`src/rtl/i2s_tx_sequencer_if.sv`:
```
// Sample-pair input port of the I2S transmit sequencer.
// Handshake: a pair transfers on a ck edge where in_valid && in_ready; the source
// holds in_valid/in_left/in_right steady until then, and in_ready never waits on in_valid.
interface i2s_tx_sequencer_if;
  logic        in_valid;
  logic        in_ready;
  logic [15:0] in_left;
  logic [15:0] in_right;

  modport master (output in_valid, output in_left, output in_right, input in_ready);
  modport slave  (input in_valid, input in_left, input in_right, output in_ready);
endinterface

```
`src/rtl/i2s_tx_sequencer.sv`:
```
// Frame sequencer for an I2S transmitter: divides ck into sck, tracks bit position and
// word select, and moves one buffered stereo pair into left/right at every frame wrap.
module i2s_tx_sequencer #(
  parameter int CLOCKS = 64,
  parameter int DIV    = 2
) (
  input  logic                ck,
  input  logic                rst_n,
  input  logic                run,
  input  logic                clr_underrun,
  i2s_tx_sequencer_if.slave   in_if,
  output logic                sck,
  output logic                ws,
  output logic                en,
  output logic [5:0]          frame_posn,
  output logic [15:0]         left,
  output logic [15:0]         right,
  output logic                frame_start,
  output logic [7:0]          underrun,
  output logic                busy,
  output logic [1:0]          dbg_state
);

  typedef enum logic [1:0] {
    IDLE  = 2'd0,
    RUN   = 2'd1,
    DRAIN = 2'd2
  } state_t;

  localparam int              DIV_W     = (2 * DIV > 2) ? $clog2(2 * DIV) : 1;
  localparam logic [DIV_W-1:0] DIV_LAST  = DIV_W'(2 * DIV - 1);
  localparam logic [DIV_W-1:0] DIV_HALF  = DIV_W'(DIV);
  localparam logic [5:0]      POSN_LAST = 6'(CLOCKS - 1);
  localparam logic [5:0]      POSN_HALF = 6'(CLOCKS / 2);

  state_t            state;
  logic [DIV_W-1:0]  div_cnt;
  logic [DIV_W-1:0]  div_nxt;
  logic [5:0]        posn_inc;
  logic              wrap;
  logic              accept;
  logic              full;
  logic [15:0]       buf_l;
  logic [15:0]       buf_r;

  always_comb begin
    div_nxt  = (div_cnt == DIV_LAST) ? '0 : div_cnt + 1'b1;
    posn_inc = (frame_posn == POSN_LAST) ? 6'd0 : frame_posn + 6'd1;
    wrap     = en && (frame_posn == POSN_LAST);
    accept   = in_if.in_valid && !full;
  end

  assign in_if.in_ready = !full;
  assign dbg_state      = state;

  always_ff @(posedge ck or negedge rst_n) begin
    if (!rst_n) begin
      state       <= IDLE;
      div_cnt     <= '0;
      sck         <= 1'b0;
      ws          <= 1'b0;
      en          <= 1'b0;
      frame_posn  <= 6'd0;
      left        <= 16'd0;
      right       <= 16'd0;
      frame_start <= 1'b0;
      underrun    <= 8'd0;
      busy        <= 1'b0;
      full        <= 1'b0;
      buf_l       <= 16'd0;
      buf_r       <= 16'd0;
    end else begin
      // Accept needs an empty buffer and transfer needs a full one, so they never collide.
      if (accept) begin
        buf_l <= in_if.in_left;
        buf_r <= in_if.in_right;
        full  <= 1'b1;
      end

      case (state)
        IDLE: begin
          div_cnt     <= '0;
          sck         <= 1'b0;
          ws          <= 1'b0;
          en          <= 1'b0;
          frame_posn  <= 6'd0;
          left        <= 16'd0;
          right       <= 16'd0;
          frame_start <= 1'b0;
          if (run) begin
            state <= RUN;
            busy  <= 1'b1;
          end
        end
        RUN, DRAIN: begin
          if (state == DRAIN && wrap && !run) begin
            state       <= IDLE;
            busy        <= 1'b0;
            div_cnt     <= '0;
            sck         <= 1'b0;
            ws          <= 1'b0;
            en          <= 1'b0;
            frame_posn  <= 6'd0;
            left        <= 16'd0;
            right       <= 16'd0;
            frame_start <= 1'b0;
          end else begin
            state   <= run ? RUN : DRAIN;
            busy    <= 1'b1;
            div_cnt <= div_nxt;
            sck     <= (div_nxt >= DIV_HALF);
            en      <= (div_nxt == DIV_LAST);
            // The en cycle after next can never be this one, so frame_posn is already final.
            frame_start <= (div_nxt == DIV_LAST) && (frame_posn == POSN_LAST);
            if (en) begin
              frame_posn <= posn_inc;
              ws         <= (posn_inc >= POSN_HALF);
            end
            if (wrap) begin
              if (full) begin
                left  <= buf_l;
                right <= buf_r;
                full  <= 1'b0;
              end else begin
                left  <= 16'd0;
                right <= 16'd0;
                if (underrun != 8'hFF) underrun <= underrun + 8'd1;
              end
            end
          end
        end
        default: begin
          state <= IDLE;
          busy  <= 1'b0;
        end
      endcase

      if (clr_underrun) underrun <= 8'd0;
    end
  end

endmodule

```
`src/flat_wrapper.sv`:
```
// flat-port wrapper written by rule: the top's interface ports become plain ports
module i2s_tx_sequencer_flat 
#(
  parameter int CLOCKS = 64,
  parameter int DIV    = 2
)
  (ck, rst_n, run, clr_underrun, sck, ws, en, frame_posn, left, right, frame_start, underrun, busy, dbg_state, in_if_in_valid, in_if_in_left, in_if_in_right, in_if_in_ready);
  i2s_tx_sequencer_if in_if_i ();
  input  logic ck;
  input  logic rst_n;
  input  logic run;
  input  logic clr_underrun;
  output logic sck;
  output logic ws;
  output logic en;
  output logic [5:0] frame_posn;
  output logic [15:0] left;
  output logic [15:0] right;
  output logic frame_start;
  output logic [7:0] underrun;
  output logic busy;
  output logic [1:0] dbg_state;
  input wire logic [$bits(in_if_i.in_valid)-1:0] in_if_in_valid;
  input wire logic [$bits(in_if_i.in_left)-1:0] in_if_in_left;
  input wire logic [$bits(in_if_i.in_right)-1:0] in_if_in_right;
  output wire logic [$bits(in_if_i.in_ready)-1:0] in_if_in_ready;
  assign in_if_i.in_valid = in_if_in_valid;
  assign in_if_i.in_left = in_if_in_left;
  assign in_if_i.in_right = in_if_in_right;
  assign in_if_in_ready = in_if_i.in_ready;
  i2s_tx_sequencer #(.CLOCKS(CLOCKS), .DIV(DIV)) u_core (.ck(ck), .rst_n(rst_n), .run(run), .clr_underrun(clr_underrun), .in_if(in_if_i), .sck(sck), .ws(ws), .en(en), .frame_posn(frame_posn), .left(left), .right(right), .frame_start(frame_start), .underrun(underrun), .busy(busy), .dbg_state(dbg_state));
endmodule
```
`config.mk`:
```
export PLATFORM = sky130hd
export DESIGN_NAME = i2s_tx_sequencer_flat
export DESIGN_NICKNAME = d
export VERILOG_FILES = /design/src/rtl/i2s_tx_sequencer_if.sv /design/src/rtl/i2s_tx_sequencer.sv /design/src/flat_wrapper.sv
export SDC_FILE = /design/constraint.sdc
export NUM_CORES = 1
export LEC_CHECK = 0
export ABC_AREA = 1
export BUFFER_PORTS_ARGS = -buffer_cell sky130_fd_sc_hd__buf_2
export CORE_MARGIN = 5
export CORE_UTILIZATION = 50
export DETAILED_ROUTE_END_ITERATION = 8
export GPL_TIMING_DRIVEN = 0
export PLACE_DENSITY = 0.75
export RECOVER_POWER = 50
export SYNTH_ARGS = -nofsm -noshare
export SYNTH_HDL_FRONTEND = slang
export SYNTH_SLANG_ARGS = --single-unit
```
`constraint.sdc`:
```
create_clock -name ck -period 2.14 [get_ports ck]
set_clock_uncertainty 0.2 [all_clocks]
set_input_delay 0.321 -clock ck [delete_from_list [all_inputs] [get_ports ck]]
set_output_delay 0.321 -clock ck [all_outputs]
set_load 0.005 [all_outputs]
```
==> out/summary.txt, run 1 <==
worst hold path type -> in -> reg
crit-path max FO -> 10
Yosys top cell area share -> 53.6%
Worst Path Arrival -> 2.05 ns
n_diodes -> 0
die height -> 100 um
Worst path max stage delay -> 0.41 ns
fin area -> 5160 um^2
Slowest cell on crit path -> dfrtp_1
YS warnings -> 0
half-perimeter wire length after detailed placement -> 6.33 mm
vias -> 3312
Slew HR -> 39.7%
Worst EP required -> 2.17 ns
1st-pass router iterations -> 4
Net Sw Frac -> 37.9%
pin count of the biggest net entering global routing -> 52
Sequential Power Share -> 39.1%
CTS root buffer -> clkbuf_8
Post-Synth Simple-Gate Area -> 20.1%
area growth from synthesis to layout -> 27.0%
minimum clock period -> 2.02 ns
status -> finished clean
die area -> 10000 um^2
switching power total -> 2.40 mW
Synth cell types -> 27
Overflow after GRT -> 0
area leader, netlist -> dfrtp_1
Final Util -> 66.0%
final period utilization -> 94.4%
fin. max-slew vios -> 0
TritonCTS clock tree -> built
number of port buffers -> 90
initial antenna violation count -> 0
initial DRC count -> 128
Post-Synth Adder-Cell Area -> 2.16%
Avg Vias per Cell -> 5.04
final hold vios -> 0
post-synthesis average cell area -> 9.74 um^2
largest cells by area after synthesis -> dfrtp_1, mux2_2, nand2_1
CP Cell Sequence -> ha_2 -> nand3_2 -> nor2_4 -> nand2_4 -> nand2_1 -> nand3_4 -> buf_2 -> nand3b_1 -> o21ai_0
antenna-violating nets left -> 0
DRT Wirelength -> 9.27 mm
Synth Area in XOR/XNOR -> 1.51%
CP Capture Type -> flop
RSZ-0062 raised after global routing -> no
FF+latch count, synth -> 87
CTS Buffer Depth -> 2
sequential area share after synthesis -> 53.6%
Synth Cell Area -> 4060 um^2
complex-gate fraction of the synthesized area -> 5.70%
first-pass GRT wire length -> 15.9 mm
VDD IR max -> 601 uV
share of total power in the clock network -> 17.7%
clock sinks -> 87
Max-cap violations -> 0
dpl cells -> 610
critical path class -> reg -> reg
register-to-register setup slack -> 0.12 ns
Comb power frac -> 43.2%
largest family of logic cells by synthesized area -> simple AND/OR/NAND/NOR gates
Clock transition at path regs -> 0.09 ns
Pint -> 3.93 mW
Fill cells -> 648
GP Congestion -> 0.806
post-synthesis mux area share -> 8.87%
startpoint types -> flop
io pins -> 91
pwr dens -> 1230 nW/um^2
Synth Net Count -> 461
Core Region -> 7810 um^2
num rows -> 32
leakage -> 2.66 nW
H-tree levels -> 3
final std cells w/o fill -> 657
final setup vio count -> 0
Final Net Count -> 594
Starting Density -> 52.0%
slew of the pin with the lowest slew margin -> 0.904 ns
Post-Syn Instances -> 417
DR WL/cell -> 14.1 um
layout cells sized above 1 -> 27.0%
vias in the first global route -> 3418
Skew-Pair Late Insertion Delay -> 0.35 ns
DRC -> 0
Max Fclk -> 495 MHz
CTS Buf Count -> 9
Placement Cell Area -> 4670 um^2
Setup TNS Final -> 0 ns
total track usage -> 19.8%
die width -> 100 um
timing repair:
action                     4_1_cts  5_1_grt
pin swaps                        1        2
hold buffers                    27        0
resized for setup                0        5
setup endpoints to repair       37       48
cloned                           0        0
setup buffers                    2        3
hold endpoints to repair        62        0
area by class of cell:
| cell class | instances | area, um^2 | area share (%) |
|---|---|---|---|
| well taps | 102 | 128 | 2.48 |
| clock inverters | 5 | 58.8 | 1.14 |
| plain buffers | 20 | 114 | 2.21 |
| multi-input cells | 253 | 1570 | 30.5 |
| inverters | 56 | 210 | 4.08 |
| flip-flops and latches | 87 | 2180 | 42.2 |
| repair buffers | 123 | 763 | 14.8 |
| clock buffers | 11 | 131 | 2.55 |
power groups by stage:
| stage | Clock (mW) | Sequential (mW) | Combinational [mW] |
|---|---|---|---|
| detailed placement | 0 | 2.50 | 2.62 |
| global placement | 0 | 2.48 | 2.51 |
| finish | 1.12 | 2.47 | 2.73 |
| CTS | 1.14 | 2.47 | 2.65 |
| floorplan | 0 | 2.47 | 1.74 |
| global route | 1.22 | 2.54 | 3.14 |
worst paths after layout:
kind,start,endpoint,depth (start not counted)
min,in_if_in_right[13],u_core.buf_r[13],2
min in group asynchronous,rst_n,u_core.underrun[7],2
max reg2reg,u_core.frame_posn[0],u_core.right[0],9
max in group asynchronous,rst_n,u_core.buf_l[14],3
min reg2reg,u_core.frame_start,u_core.frame_start,2
max,u_core.frame_posn[0],u_core.right[0],9
stage by stage:
stage / setup slack (ns) / power [mW] / hold slack, ns
final: 0.119 / 6.33 / 0.0185
after global routing: 0.00337 / 6.90 / 0.0000783
after global placement: -0.178 / 4.99 / 0.258
after floorplan: 0.286 / 4.21 / -0.175
after detailed placement: -0.0546 / 5.11 / 0.121
after CTS: 0.00371 / 6.27 / 0.00510
synth_stat cells:
cell        n
nor3b_1     1
nand3b_1   32
nand2_4     1
nor2_1      9
xor2_1      6
o211ai_1    1
mux2_2     32
buf_6       3
inv_1      56
o2bb2ai_1   1
nand4_1     2
nor2_4      1
dfrtp_1    87
a21oi_4     1
o21ai_0    23
buf_2      11
nand2_1    84
xnor2_1     1
a21oi_1     1
clkbuf_1    7
nand3_2     2
nand3_1    30
nor2_2      1
o21ai_1    14
o2111ai_1   1
ha_1        7
nor3_1      2
metal layers:
metal	up-vias	global-route usage (%)	wire length, um
met5	-	0	0
met4	0	6.32	136
met3	15	5.63	627
met2	96	33.9	4750
met1	1590	24.2	3750
li1	1611	-	-
cells in the final DEF (no fill, tap or decap), types with 9 or more instances in the layout:
cell / synthesis / routed
o21ai_0: 23 / 23
nand2_1: 84 / 84
dlygate4sd3_1: 0 / 27
o21ai_1: 14 / 14
nand3_1: 30 / 30
nand3b_1: 32 / 32
inv_1: 56 / 56
clkbuf_8: 0 / 9
mux2_2: 32 / 32
clkbuf_1: 7 / 23
dfrtp_1: 87 / 87
buf_2: 11 / 84
worst max-delay path, delay by kind of cell, from the launching register on:
kind                       cells  cell delay [ns]
buffers and inverters          1             0.22
AOI/OAI and AO/OA              1             0.09
DFF                            1             0.41
and+or+nand+nor                6             0.75
adders and majority gates      1             0.22
cells by family after synthesis:
family	after synthesis
xor gates and xnor gates	7
DFF	87
muxes	32
adders and majority gates	7
and+or+nand+nor	165
buffers and inverters	77
AOI/OAI and AO/OA	42
state kept, by name (all words and copies together), names as in the netlist:
| signal | flops |
|---|---|
| u_core.buf_l | 16 |
| u_core.dbg_state | 2 |
| u_core.div_cnt | 1 |
| u_core.left | 16 |
| u_core.full | 1 |
| u_core.en | 1 |
| u_core.busy | 1 |
| u_core.frame_posn | 6 |
| u_core.ws | 1 |
| u_core.underrun | 8 |
| u_core.frame_start | 1 |
| u_core.buf_r | 16 |
| u_core.right | 16 |
| u_core.sck | 1 |
(Power assumes the default switching activity.)
==> run 2, diff against run 1 <==
- RECOVER_POWER: 50 -> not set
- SETUP_SLACK_MARGIN: not set -> 0.15
==> run 2 against run 1 <==
Flip-flop and latch count did not move; register-to-register slack better by 0.09 ns; total power increased by 3.2%; routed wire length rose by 1.8%; fmax increased by 4.8%; non-clock buffer count up 10; sequential power about the same; worst hold slack gained 0.00062 ns; die area is the same; cell area is 3.0% higher; critical path type unchanged; largest cell class unchanged; highest routed layer unchanged.
==> out/summary.txt, run 2 (synthesized netlist as in run 1, its figures left out) <==
n_diodes -> 0 (unchanged)
GP Congestion -> 0.806 (unchanged)
RSZ-0062 raised after global routing -> yes (was no)
die width -> 100 um (unchanged)
fin area -> 5310 um^2 (was 5160 um^2)
crit-path max FO -> 8 (was 10)
Setup WS pre-CTS -> -0.0546 ns (unchanged)
Skew-Pair Late Insertion Delay -> 0.35 ns (about the same)
Starting Density -> 52.0% (unchanged)
minimum clock period -> 1.93 ns (was 2.02 ns)
layout cells sized above 1 -> 31.9% (was 27.0%)
Worst EP required -> 2.23 ns (was 2.17 ns)
hold_ws -> 0.0192 ns (was 0.0185 ns)
Worst Path Arrival -> 2.02 ns (was 2.05 ns)
Max-cap violations -> 0 (unchanged)
Core Region -> 7810 um^2 (unchanged)
startpoint types -> flop (unchanged)
pwr dens -> 1230 nW/um^2 (about the same)
1st-pass router iterations -> 4 (unchanged)
initial DRC count -> 127 (was 128)
dpl cells -> 610 (unchanged)
number of port buffers -> 90 (unchanged)
most common cell after layout, fill and taps aside -> buf_2 (was dfrtp_1)
min setup slack post-route -> 0.212 ns (was 0.119 ns)
initial antenna violation count -> 0 (unchanged)
pin count of the biggest net entering global routing -> 52 (unchanged)
total track usage -> 19.8% (about the same)
Slew HR -> 67.4% (was 39.7%)
fin. max-slew vios -> 0 (unchanged)
DR WL/cell -> 14.1 um (about the same)
Final Net Count -> 604 (was 594)
DRC -> 0 (unchanged)
final setup vio count -> 0 (unchanged)
VDD IR max -> 624 uV (was 601 uV)
antenna-violating nets left -> 0 (unchanged)
TritonCTS clock tree -> built (unchanged)
final std cells w/o fill -> 667 (was 657)
io pins -> 91 (unchanged)
critical path class -> reg -> reg (unchanged)
Placement Cell Area -> 4670 um^2 (unchanged)
vias -> 3361 (was 3312)
DRT Wirelength -> 9.43 mm (was 9.27 mm)
CTS Buf Count -> 9 (unchanged)
Avg Vias per Cell -> 5.04 (about the same)
num rows -> 32 (unchanged)
area growth from synthesis to layout -> 30.8% (was 27.0%)
clock sinks -> 87 (unchanged)
Clock transition at path regs -> 0.09 ns (about the same)
Fill cells -> 614 (was 648)
die height -> 100 um (unchanged)
half-perimeter wire length after detailed placement -> 6.33 mm (unchanged)
leakage -> 2.79 nW (was 2.66 nW)
CTS root buffer -> clkbuf_8 (unchanged)
Overflow after GRT -> 0 (unchanged)
slew of the pin with the lowest slew margin -> 0.489 ns (was 0.904 ns)
status -> finished clean (unchanged)
Max Fclk -> 519 MHz (was 495 MHz)
final hold vios -> 0 (unchanged)
die area -> 10000 um^2 (unchanged)
CTS Buffer Depth -> 2 (unchanged)
H-tree levels -> 3 (unchanged)
CP Capture Type -> flop (unchanged)
commonest non-fill, non-tap cells in the layout -> buf_2, dfrtp_1, nand2_1 (was dfrtp_1, buf_2, nand2_1)
vias in the first global route -> 3457 (was 3418)
worst hold path type -> in -> reg (unchanged)
final period utilization -> 90.1% (was 94.4%)
total power -> 6.53 mW (was 6.33 mW)
first-pass GRT wire length -> 15.9 mm (about the same)
run 2: power breakdown:
group	switching, mW	internal [mW]
logic	1.59	1.35
registers	0.279	2.19
clock network	0.580	0.541
total	2.45	4.08
run 2: path summary, 6_finish.rpt:
path,depth (start not counted),slack (ns),start,endpoint
min,2,0.02,in_if_in_right[13],u_core.buf_r[13]
max reg2reg,8,0.21,u_core.frame_posn[0],u_core.underrun[7]
min reg2reg,2,0.28,u_core.frame_start,u_core.frame_start
max,8,0.21,u_core.frame_posn[0],u_core.underrun[7]
min in group asynchronous,2,0.27,rst_n,u_core.underrun[7]
max in group asynchronous,3,0.85,rst_n,u_core.right[6]
run 2: final cells by class:
| type | count | area, um^2 | area share, % |
|---|---|---|---|
| multi-input cells | 253 | 1610 | 30.2 |
| plain buffers | 21 | 141 | 2.66 |
| clock inverters | 5 | 58.8 | 1.11 |
| repair buffers | 132 | 860 | 16.2 |
| well taps | 102 | 128 | 2.40 |
| inverters | 56 | 210 | 3.96 |
| clock buffers | 11 | 131 | 2.47 |
| flip-flops and latches | 87 | 2180 | 41.0 |
run 2: critical path, cell delays in order, from the launching register on:
cell and delay [ns]:
dfrtp_1 0.40, ha_4 0.17, nand3_4 0.09, nor2_4 0.20, buf_6 0.14, nand4_1 0.15
nand4_1 0.31, nand3_1 0.12, nand2_1 0.08
run 2: per-stage QoR:
step	util (%)	TNS (ns)
after floorplan	-	0
after global placement	59.4	-15.18
after detailed placement	59.8	-0.564
after CTS	66.8	0
after global routing	68.0	0
final	68.0	0
run 2: repair_timing:
| action | in CTS | in global routing |
|---|---|---|
| hold buffers | 27 | 0 |
| hold endpoints to repair | 62 | 0 |
| setup buffers | 9 | 5 |
| endpoints found under the setup margin | 50 | 47 |
| pin swaps | 3 | 6 |
| gates resized for setup | 7 | 16 |
run 2: routing by layer:
metal | part of all wire [%] | wire, um | GRT usage (%)
met1 | 41 | 3910 | 23.9
met2 | 51 | 4780 | 34.0
met3 | 6.3 | 593 | 5.63
met4 | 1.5 | 144 | 6.32
met5 | 0 | 0 | 0
